<file path="config.mk">
export PLATFORM = sky130hd
export DESIGN_NAME = arith_divsi
export DESIGN_NICKNAME = d
export VERILOG_FILES = /design/src/rtl/loom_arith_pkg.sv /design/src/rtl/arith_div_core.sv /design/src/rtl/arith_divsi.sv
export SDC_FILE = /design/constraint.sdc
export NUM_CORES = 1
export LEC_CHECK = 0
export BUFFER_PORTS_ARGS = -buffer_cell sky130_fd_sc_hd__clkbuf_2
export CAP_MARGIN = 40
export CORE_ASPECT_RATIO = 1.25
export CORE_MARGIN = 4
export CORE_UTILIZATION = 39
export CTS_BUF_LIST = sky130_fd_sc_hd__clkbuf_16
export DETAILED_ROUTE_END_ITERATION = 8
export MAX_ROUTING_LAYER = met4
export PLACE_DENSITY = 0.56
export SLEW_MARGIN = 20
export SYNTH_ARGS = -nofsm -noshare
export SYNTH_HDL_FRONTEND = slang
export SYNTH_SLANG_ARGS = --single-unit
</file>
<file path="constraint.sdc">
create_clock -name clk -period 13.97 [get_ports clk]
set_input_delay 2.794 -clock clk [delete_from_list [all_inputs] [get_ports clk]]
set_output_delay 2.794 -clock clk [all_outputs]
set_load 0.01 [all_outputs]
</file>
<file path="src/rtl/loom_arith_pkg.sv">
// rtl/loom_arith_pkg.sv - shared arithmetic types and helpers for the divider slice
`ifndef LOOM_ABS_U
// Unsigned magnitude of a two's-complement value of width w; INT_MIN maps to 2^(w-1).
`define LOOM_ABS_U(x, w) (x[(w)-1] ? ((~x) + w'(1)) : x)
`endif

package loom_arith_pkg;

  typedef enum logic [1:0] {
    DIV_IDLE,
    DIV_CALC,
    DIV_DONE
  } div_state_t;

  localparam int DIV_DEFAULT_WIDTH = 32;

endpackage

</file>
<file path="src/rtl/arith_div_core.sv">
// rtl/arith_div_core.sv - unsigned restoring divider, one quotient bit per cycle
module arith_div_core #(
  parameter int WIDTH = 32
) (
  input  logic             clk,
  input  logic             rst_n,
  input  logic             start_i,
  input  logic [WIDTH-1:0] dividend_i,
  input  logic [WIDTH-1:0] divisor_i,
  output logic             done_o,
  output logic [WIDTH-1:0] quot_o
);

  localparam int CW = $clog2(WIDTH);

  logic [WIDTH-1:0] dvd_q;
  logic [WIDTH-1:0] dvs_q;
  logic [WIDTH-1:0] rem_q;
  logic [WIDTH-1:0] rem_d;
  logic [WIDTH-1:0] quot_q;
  logic [WIDTH-1:0] quot_d;
  logic [CW-1:0]    cnt_q;
  logic             busy_q;
  logic             done_q;
  logic [WIDTH:0]   trial;
  logic [WIDTH:0]   diff;

  // One extra bit on the trial remainder so the shift never loses the top bit.
  always_comb begin
    trial  = {rem_q, dvd_q[cnt_q]};
    diff   = trial - {1'b0, dvs_q};
    rem_d  = trial[WIDTH-1:0];
    quot_d = quot_q;
    if (trial >= {1'b0, dvs_q}) begin
      rem_d         = diff[WIDTH-1:0];
      quot_d[cnt_q] = 1'b1;
    end
  end

  always_ff @(posedge clk) begin
    if (!rst_n) begin
      dvd_q  <= '0;
      dvs_q  <= '0;
      rem_q  <= '0;
      quot_q <= '0;
      cnt_q  <= '0;
      busy_q <= 1'b0;
      done_q <= 1'b0;
    end else begin
      done_q <= 1'b0;
      if (start_i) begin
        dvd_q  <= dividend_i;
        dvs_q  <= divisor_i;
        rem_q  <= '0;
        quot_q <= '0;
        cnt_q  <= CW'(WIDTH - 1);
        busy_q <= 1'b1;
      end else if (busy_q) begin
        rem_q  <= rem_d;
        quot_q <= quot_d;
        cnt_q  <= cnt_q - CW'(1);
        if (cnt_q == '0) begin
          busy_q <= 1'b0;
          done_q <= 1'b1;
        end
      end
    end
  end

  assign done_o = done_q;
  assign quot_o = quot_q;

endmodule

</file>
<file path="src/rtl/arith_divsi.sv">
// rtl/arith_divsi.sv - signed divider: join handshake, sign fix-up, result hold
module arith_divsi
  import loom_arith_pkg::*;
#(
  parameter int WIDTH = DIV_DEFAULT_WIDTH
) (
  input  logic             clk,
  input  logic             rst_n,
  input  logic             a_valid,
  output logic             a_ready,
  input  logic [WIDTH-1:0] a_data,
  input  logic             b_valid,
  output logic             b_ready,
  input  logic [WIDTH-1:0] b_data,
  output logic             result_valid,
  input  logic             result_ready,
  output logic [WIDTH-1:0] result_data
);

  div_state_t       state_q;
  div_state_t       state_d;
  logic             neg_q;
  logic             dz_q;
  logic [WIDTH-1:0] res_q;
  logic [WIDTH-1:0] res_d;
  logic             accept;
  logic             core_done;
  logic [WIDTH-1:0] core_quot;
  logic [WIDTH-1:0] abs_a;
  logic [WIDTH-1:0] abs_b;

  assign abs_a = `LOOM_ABS_U(a_data, WIDTH);
  assign abs_b = `LOOM_ABS_U(b_data, WIDTH);

  arith_div_core #(.WIDTH(WIDTH)) u_core (
    .clk        (clk),
    .rst_n      (rst_n),
    .start_i    (accept),
    .dividend_i (abs_a),
    .divisor_i  (abs_b),
    .done_o     (core_done),
    .quot_o     (core_quot)
  );

  always_comb begin
    state_d = state_q;
    res_d   = res_q;
    accept  = 1'b0;
    case (state_q)
      DIV_IDLE: begin
        accept = rst_n & a_valid & b_valid;
        if (accept) state_d = DIV_CALC;
      end
      DIV_CALC: begin
        // A zero divisor bypasses the core result; the core run is simply ignored.
        if (dz_q) begin
          state_d = DIV_DONE;
          res_d   = '1;
        end else if (core_done) begin
          state_d = DIV_DONE;
          res_d   = neg_q ? ((~core_quot) + WIDTH'(1)) : core_quot;
        end
      end
      DIV_DONE: begin
        if (result_ready) state_d = DIV_IDLE;
      end
      default: state_d = DIV_IDLE;
    endcase
  end

  always_ff @(posedge clk) begin
    if (!rst_n) begin
      state_q <= DIV_IDLE;
      neg_q   <= 1'b0;
      dz_q    <= 1'b0;
      res_q   <= '0;
    end else begin
      state_q <= state_d;
      res_q   <= res_d;
      if (accept) begin
        neg_q <= a_data[WIDTH-1] ^ b_data[WIDTH-1];
        dz_q  <= (b_data == '0);
      end
    end
  end

  assign a_ready      = accept;
  assign b_ready      = accept;
  assign result_valid = (state_q == DIV_DONE);
  assign result_data  = res_q;

endmodule

</file>
# Word level (Yosys, flattened, before mapping)
# Cells that the tools add are included.
dict set report word_totals {
  regBits 171
  latch_bits 0
  mem_bits_rw 0
  romBits 0
  input_bits 69
  elab_cells 66
  n_memories 0
}
dict set report classes {
  addsub 5
  n_mul 0
  n_div 0
  n_lt_le_gt_ge 3
  n_eq_ne 5
  shift 0
  n_mux 22
  n_bitwise 9
  n_reduce_logical 11
}
# cell count
set ops {}
lappend ops {{2-to-1 mux 32 bit} 6}
lappend ops {{adder 32 x 1 -> 32 bit (second input constant)} 3}
lappend ops {{inverter 32 bit} 3}
lappend ops {{>= comparator 33 x 32 -> 1 bit} 1}
lappend ops {{logical NOT 32 bit} 1}
lappend ops {{bitwise OR 32 bit} 1}
lappend ops {{subtractor 32 bit} 1}
lappend ops {{2-to-1 mux 5 bit} 2}
lappend ops {{2-to-1 mux 2 bit} 4}
lappend ops {{2-to-1 mux 1 bit} 7}
lappend ops {{< comparator 5 x 6 -> 1 bit (second input constant)} 1}
lappend ops {{case mux 2 bit (3 select lines)} 1}
lappend ops {{binary-select mux 1 bit (select 5 bit)} 1}
lappend ops {{demux 1 bit (select 5 bit)} 1}
lappend ops {{>= comparator 5 x 1 -> 1 bit (second input constant)} 1}
lappend ops {{logical NOT 5 bit} 1}
lappend ops {{subtractor 5 x 1 -> 5 bit (second input constant)} 1}
lappend ops {{AND reduction 2 bit} 2}
lappend ops {{nonzero test 2 bit} 2}
lappend ops {{inequality test 3 x 2 -> 1 bit (second input constant)} 1}
lappend ops {{AND reduction 3 bit} 1}
lappend ops {{OR reduction 3 bit} 1}
lappend ops {{bitwise AND 1 bit} 2}
lappend ops {{equality test 2 x 1 -> 1 bit (second input constant)} 1}
lappend ops {{8 further kinds} 9}

# Longest topological paths before layout
dict set report logic_depth {
  word_depth 5
  mapped_depth 17
  mapped_depth_nobuf 15
}

# Modules after synthesis
# From an unflattened synthesis, not the netlist that was laid out.
dict set report unflattened {
  cells_unflattened 1245
  area_unflattened_um2 10551.4
}
# module n_inst cells_per_inst area_per_inst_um2 seq_area_each_um2
set by_module_without_submodules {}
lappend by_module_without_submodules {arith_div_core 1 830 7298.2 2702.6}
lappend by_module_without_submodules {arith_divsi 1 415 3253.1 720.7}

# Worst setup path before layout
# Ideal clock, no wire load.
dict set report synth_timing {
  kind {input to output}
  start {in rst_n}
  end {out b_ready}
  t_arrival_ns 3.715
  t_required_ns 11.176
  slack_ns 7.461
  path_stages 5
  path_buffers 2
  path_cell_list {clkbuf_1 -> nand2b_1 -> or3_1 -> inv_1 -> buf_4}
}
dict set report synth_between {
  elab_chain_cells 3
}
# element line_no
set synth_rtl {}
lappend synth_rtl {{start, declared} arith_divsi.sv:8} ;# input logic rst_n,
lappend synth_rtl {{bitwise AND 1 bit (2 in series)} arith_divsi.sv:51} ;# accept = rst_n & a_valid & b_valid;
lappend synth_rtl {{2-to-1 mux 1 bit} arith_divsi.sv:49} ;# case (state_q)
lappend synth_rtl {{end, declared} arith_divsi.sv:13} ;# output logic b_ready,
# Every way passes these cells.

# Final worst setup path
# Same ends and word-level chain as after synthesis.

==> results.tsv <==
stage	metric	value	unit
outcome	result of the run	finished, final reports clean	
routing	Vias	9150	
clocking	Resized Gates After CTS	0	
finish	antenna diode count	0	
timing	Worst Slack Setup Final	6.79	ns
worst_setup_path	Worst Path Arrival	4.38	ns
timing	Slew @ Worst Pin	0.822	ns
place	Detail Placement HPWL	20000	um
floorplanning	count of pins on the block boundary	104	
place	minimum setup slack after placement	6.74	ns
timing	RSZ-0062 raised after global routing	false	
worst_setup_path	worst reg2reg path depth	16	
worst_setup_path	worst flop-to-flop path endpoint	u_core.rem_q[26]	
power_and_ir_drop	power density of the placed cells	136	mW/mm^2
timing	fin. max-slew vios	0	
synthesis	async set or reset register ratio after synthesis	0	%
floorplanning	horizontal extent of the die	153	um
synthesis	fraction of the mapped netlist area in simple logic gates	17.7	%
routing	final routed wire length divided by cell count	16.6	um
global_routing	Total GRT Usage	19.2	%
floorplanning	Core Area	0.0255	sq mm
timing	worst slew slack as a fraction of its limit	45.1	%
synthesis	Most used DFF post-synth	sky130_fd_sc_hd__dfxtp_1	
synthesis	Synth Area in XOR/XNOR	9.86	%
finish	number of fill cells in the layout	2612	
routing	wire length reported by the detailed router	27300	um
clocking	H-tree depth	4	
clocking	hold buffer count at CTS	0	
finish	synthesis-to-layout area growth	13.4	%
place	global placement routability congestion	0.925	
timing	minimum period implied by the final worst setup slack	7.18	ns
finish	number of standard cells in the layout, taps in and fillers out	1644	
place	number of port buffers	103	
global_routing	vias in the first global route	8678	
synthesis	flops & latches, synth	171	
global_routing	global-route wire length before repair	44900	um
finish	Post-layout nets	1405	
clocking	post-CTS repair timing setup buffer count	0	
synthesis	synthesized-area fraction occupied by adder cells	4.97	%
timing	Peak Freq	139	MHz
clocking	TritonCTS clock tree	yes	
routing	number of detailed-route iterations in the first pass	4	
synthesis	mean instance size in the synthesized netlist	8.18	sq um
power_and_ir_drop	static leakage	4.73	nW
global_routing	pin count of the biggest net entering global routing	100	
synthesis	register area share after synthesis	33.5	%
place	post-placement cell count	1608	
worst_setup_path	worst setup path endpoint	b_ready	
synthesis	count of warnings emitted by yosys	0	
synthesis	largest family of logic cells by synthesized area	compound AO/OA/AOI/OAI gates	
clocking	root buffer selected by CTS	sky130_fd_sc_hd__clkbuf_16	
worst_setup_path	start point of the critical path	rst_n	
worst_setup_path	delay contributed by the slowest stage of the critical path	0.52	ns
worst_setup_path	CP Buf/Inv Count	3	
routing	detail-routed via count per cell	5.57	
global_routing	number of antenna violations at the first check in global routing	0	
worst_setup_path	critical path depth in cells	5	
synthesis	post-synthesis instance area	0.0102	sq mm
worst_hold_path	startpoint of the tightest hold check path	u_core.dvd_q[28]	
timing	number of endpoints with negative hold slack in the final report	0	
worst_setup_path	startpoint type of the worst setup path	input pin	
clocking	clock insertion delay at the later pin of the skew report	0.44	ns
routing	post-detailed-route DRC marker count	0	
floorplanning	Initial Utilization	40.0	%
synthesis	post-synthesis compound-gate area fraction	24.5	%
power_and_ir_drop	worst-case vdd ir drop	91.3	uV
worst_setup_path	crit path kind	in2out	
finish	proportion of layout cells with a drive suffix above 1	14.3	%
floorplanning	cell row count	65	
timing	Clock Skew	0.0146	ns
timing	aggregate negative setup slack	0	ns
worst_setup_path	largest fanout on the critical path	41	
worst_setup_path	CP Data Required Time	11.18	ns
synthesis	number of nets in the synthesized netlist	1358	
floorplanning	DIE AREA	0.0289	sq mm
finish	most common cell after layout, fill and taps aside	sky130_fd_sc_hd__dfxtp_1	
floorplanning	Die Ht	189	um
routing	violation count after the first detailed-routing iteration	457	
worst_hold_path	class of the most critical hold timing path	reg2reg	
worst_setup_path	Crit Reg-Reg Startpoint	u_core.cnt_q[0]	
worst_setup_path	kind of end point of the critical path	primary output	
worst_setup_path	setup slack on the worst flop-to-flop path	8.65	ns
clocking	Num Clock Sinks	171	
clocking	maximum buffer depth of the clock tree	2	
synthesis	number of enable-type register cells in the synthesized netlist	0	
worst_setup_path	ordered list of cells on the worst path	buf_2, nand2b_1, or3_4, inv_1, clkbuf_2	
finish	commonest non-fill, non-tap cells in the layout	sky130_fd_sc_hd__dfxtp_1 (170), sky130_fd_sc_hd__o21ai_0 (155), sky130_fd_sc_hd__clkbuf_2 (103)	
global_routing	Congestion Overflow GR	0	
worst_setup_path	kind of cell adding the most delay to the critical path	buffers and inverters	
synthesis	number of instances in the synthesized netlist	1249	
synthesis	mux share of post-synthesis cell area	4.21	%
timing	setup-violating endpoint count in the final report	0	
clocking	clock transition at the registers of the reported paths	0.07	ns
worst_setup_path	Slowest-stage cell, CP	sky130_fd_sc_hd__buf_2	
timing	final worst path period share	51.4	%
clocking	total clock buffers created by CTS	17	
synthesis	number of library cell types mapped by synthesis	75	
job	# Max-Cap Violations	0	
routing	number of nets still failing antenna checks after routing	0	
==> through the flow <==
step	instance area (sq um)	hold WS, ns	utilization, %	power (mW)
3_3_place_gp	10900	0.432	42.6	1.09
6_report	11600	0.459	45.4	1.58
4_1_cts	11500	0.463	45.1	1.59
2_1_floorplan	10200	0.420	-	0.955
3_5_place_dp	10900	0.445	42.7	1.09
5_1_grt	11600	0.489	45.4	1.68
==> flip-flops by register name (all words and copies together), names as in the netlist <==
register / count
neg_q: 1
u_core.cnt_q: 5
u_core.done_o: 1
u_core.quot_o: 32
state_q: 2
result_data: 32
u_core.dvs_q: 32
u_core.rem_q: 32
u_core.dvd_q: 32
u_core.busy_q: 1
dz_q: 1
==> kinds of logic (layout without fill, tap and decap cells) <==
logic type,count (synthesis),after routing
compound gates,401,401
simple gates,350,350
flops,171,171
buf+inv,139,199
xor+xnor,115,115
fa+ha+maj,40,40
mux,33,33
==> area by class of cell <==
cell class,instances,area (sq um),area share (%)
well taps,335,419,3.62
clock buffers,17,425,3.67
flip-flops and latches,171,3420,29.6
multi-input cells,939,6280,54.2
inverters,50,188,1.62
clock inverters,15,198,1.71
repair buffers,117,654,5.65
==> power by group <==
| group | switching (mW) | total [mW] | internal (mW) |
|---|---|---|---|
| logic | 0.335 | 0.551 | 0.217 |
| registers | 0.0212 | 0.533 | 0.512 |
| clock network | 0.235 | 0.495 | 0.260 |
==> worst register-to-register path: stages (launching register included) <==
cell and delay (ns):
sky130_fd_sc_hd__dfxtp_1 0.57, sky130_fd_sc_hd__buf_6 0.22, sky130_fd_sc_hd__mux4_2 0.52, sky130_fd_sc_hd__a22o_1 0.24, sky130_fd_sc_hd__a221oi_1 0.19, sky130_fd_sc_hd__and3_1 0.24
sky130_fd_sc_hd__ha_1 0.17, sky130_fd_sc_hd__inv_1 0.05, sky130_fd_sc_hd__fa_1 0.39, sky130_fd_sc_hd__a21o_1 0.19, sky130_fd_sc_hd__a2111oi_1 0.51, sky130_fd_sc_hd__o21ai_0 0.44
sky130_fd_sc_hd__a41o_1 0.38, sky130_fd_sc_hd__o41ai_2 0.59, sky130_fd_sc_hd__mux2i_1 0.26, sky130_fd_sc_hd__nand4_1 0.11, sky130_fd_sc_hd__a31oi_1 0.18
==> cells in the mapped netlist, types with 13 or more instances <==
library cell	instances	area, sq um
sky130_fd_sc_hd__nor3_1	21	105
sky130_fd_sc_hd__a21oi_1	75	375
sky130_fd_sc_hd__dfxtp_1	171	3420
sky130_fd_sc_hd__a31oi_1	43	269
sky130_fd_sc_hd__o21ai_0	155	776
sky130_fd_sc_hd__xor2_1	88	771
sky130_fd_sc_hd__inv_1	49	184
sky130_fd_sc_hd__nand3_1	77	385
sky130_fd_sc_hd__ha_1	39	488
sky130_fd_sc_hd__nand2_1	76	285
sky130_fd_sc_hd__clkbuf_1	70	263
sky130_fd_sc_hd__o41ai_1	13	114
sky130_fd_sc_hd__xnor2_1	27	236
sky130_fd_sc_hd__nor2_1	73	274
sky130_fd_sc_hd__o31ai_1	30	225
sky130_fd_sc_hd__mux2i_1	25	250
==> layer usage <==
layer / part of all wire, % / GRT usage (%) / wire length [um] / up-vias
li1: - / - / - / 4658
met1: 46 / 24.2 / 12600 / 4287
met2: 48 / 31.8 / 13200 / 173
met3: 3.7 / 3.36 / 1020 / 32
met4: 1.8 / 5.42 / 503 / 0
met5: 0 / - / 0 / -
==> worst min-delay path by stage <==
stage               slack, ns               end  cells past startpoint
finish                   0.46  u_core.dvd_q[28]                      2
global route             0.49  u_core.dvd_q[28]                      2
CTS                      0.46  u_core.dvd_q[28]                      2
detailed placement       0.45  u_core.dvd_q[30]                      2
global placement         0.43  u_core.dvd_q[30]                      2
floorplan                0.42  u_core.dvd_q[30]                      2
Power figures use the tool's default switching activity.
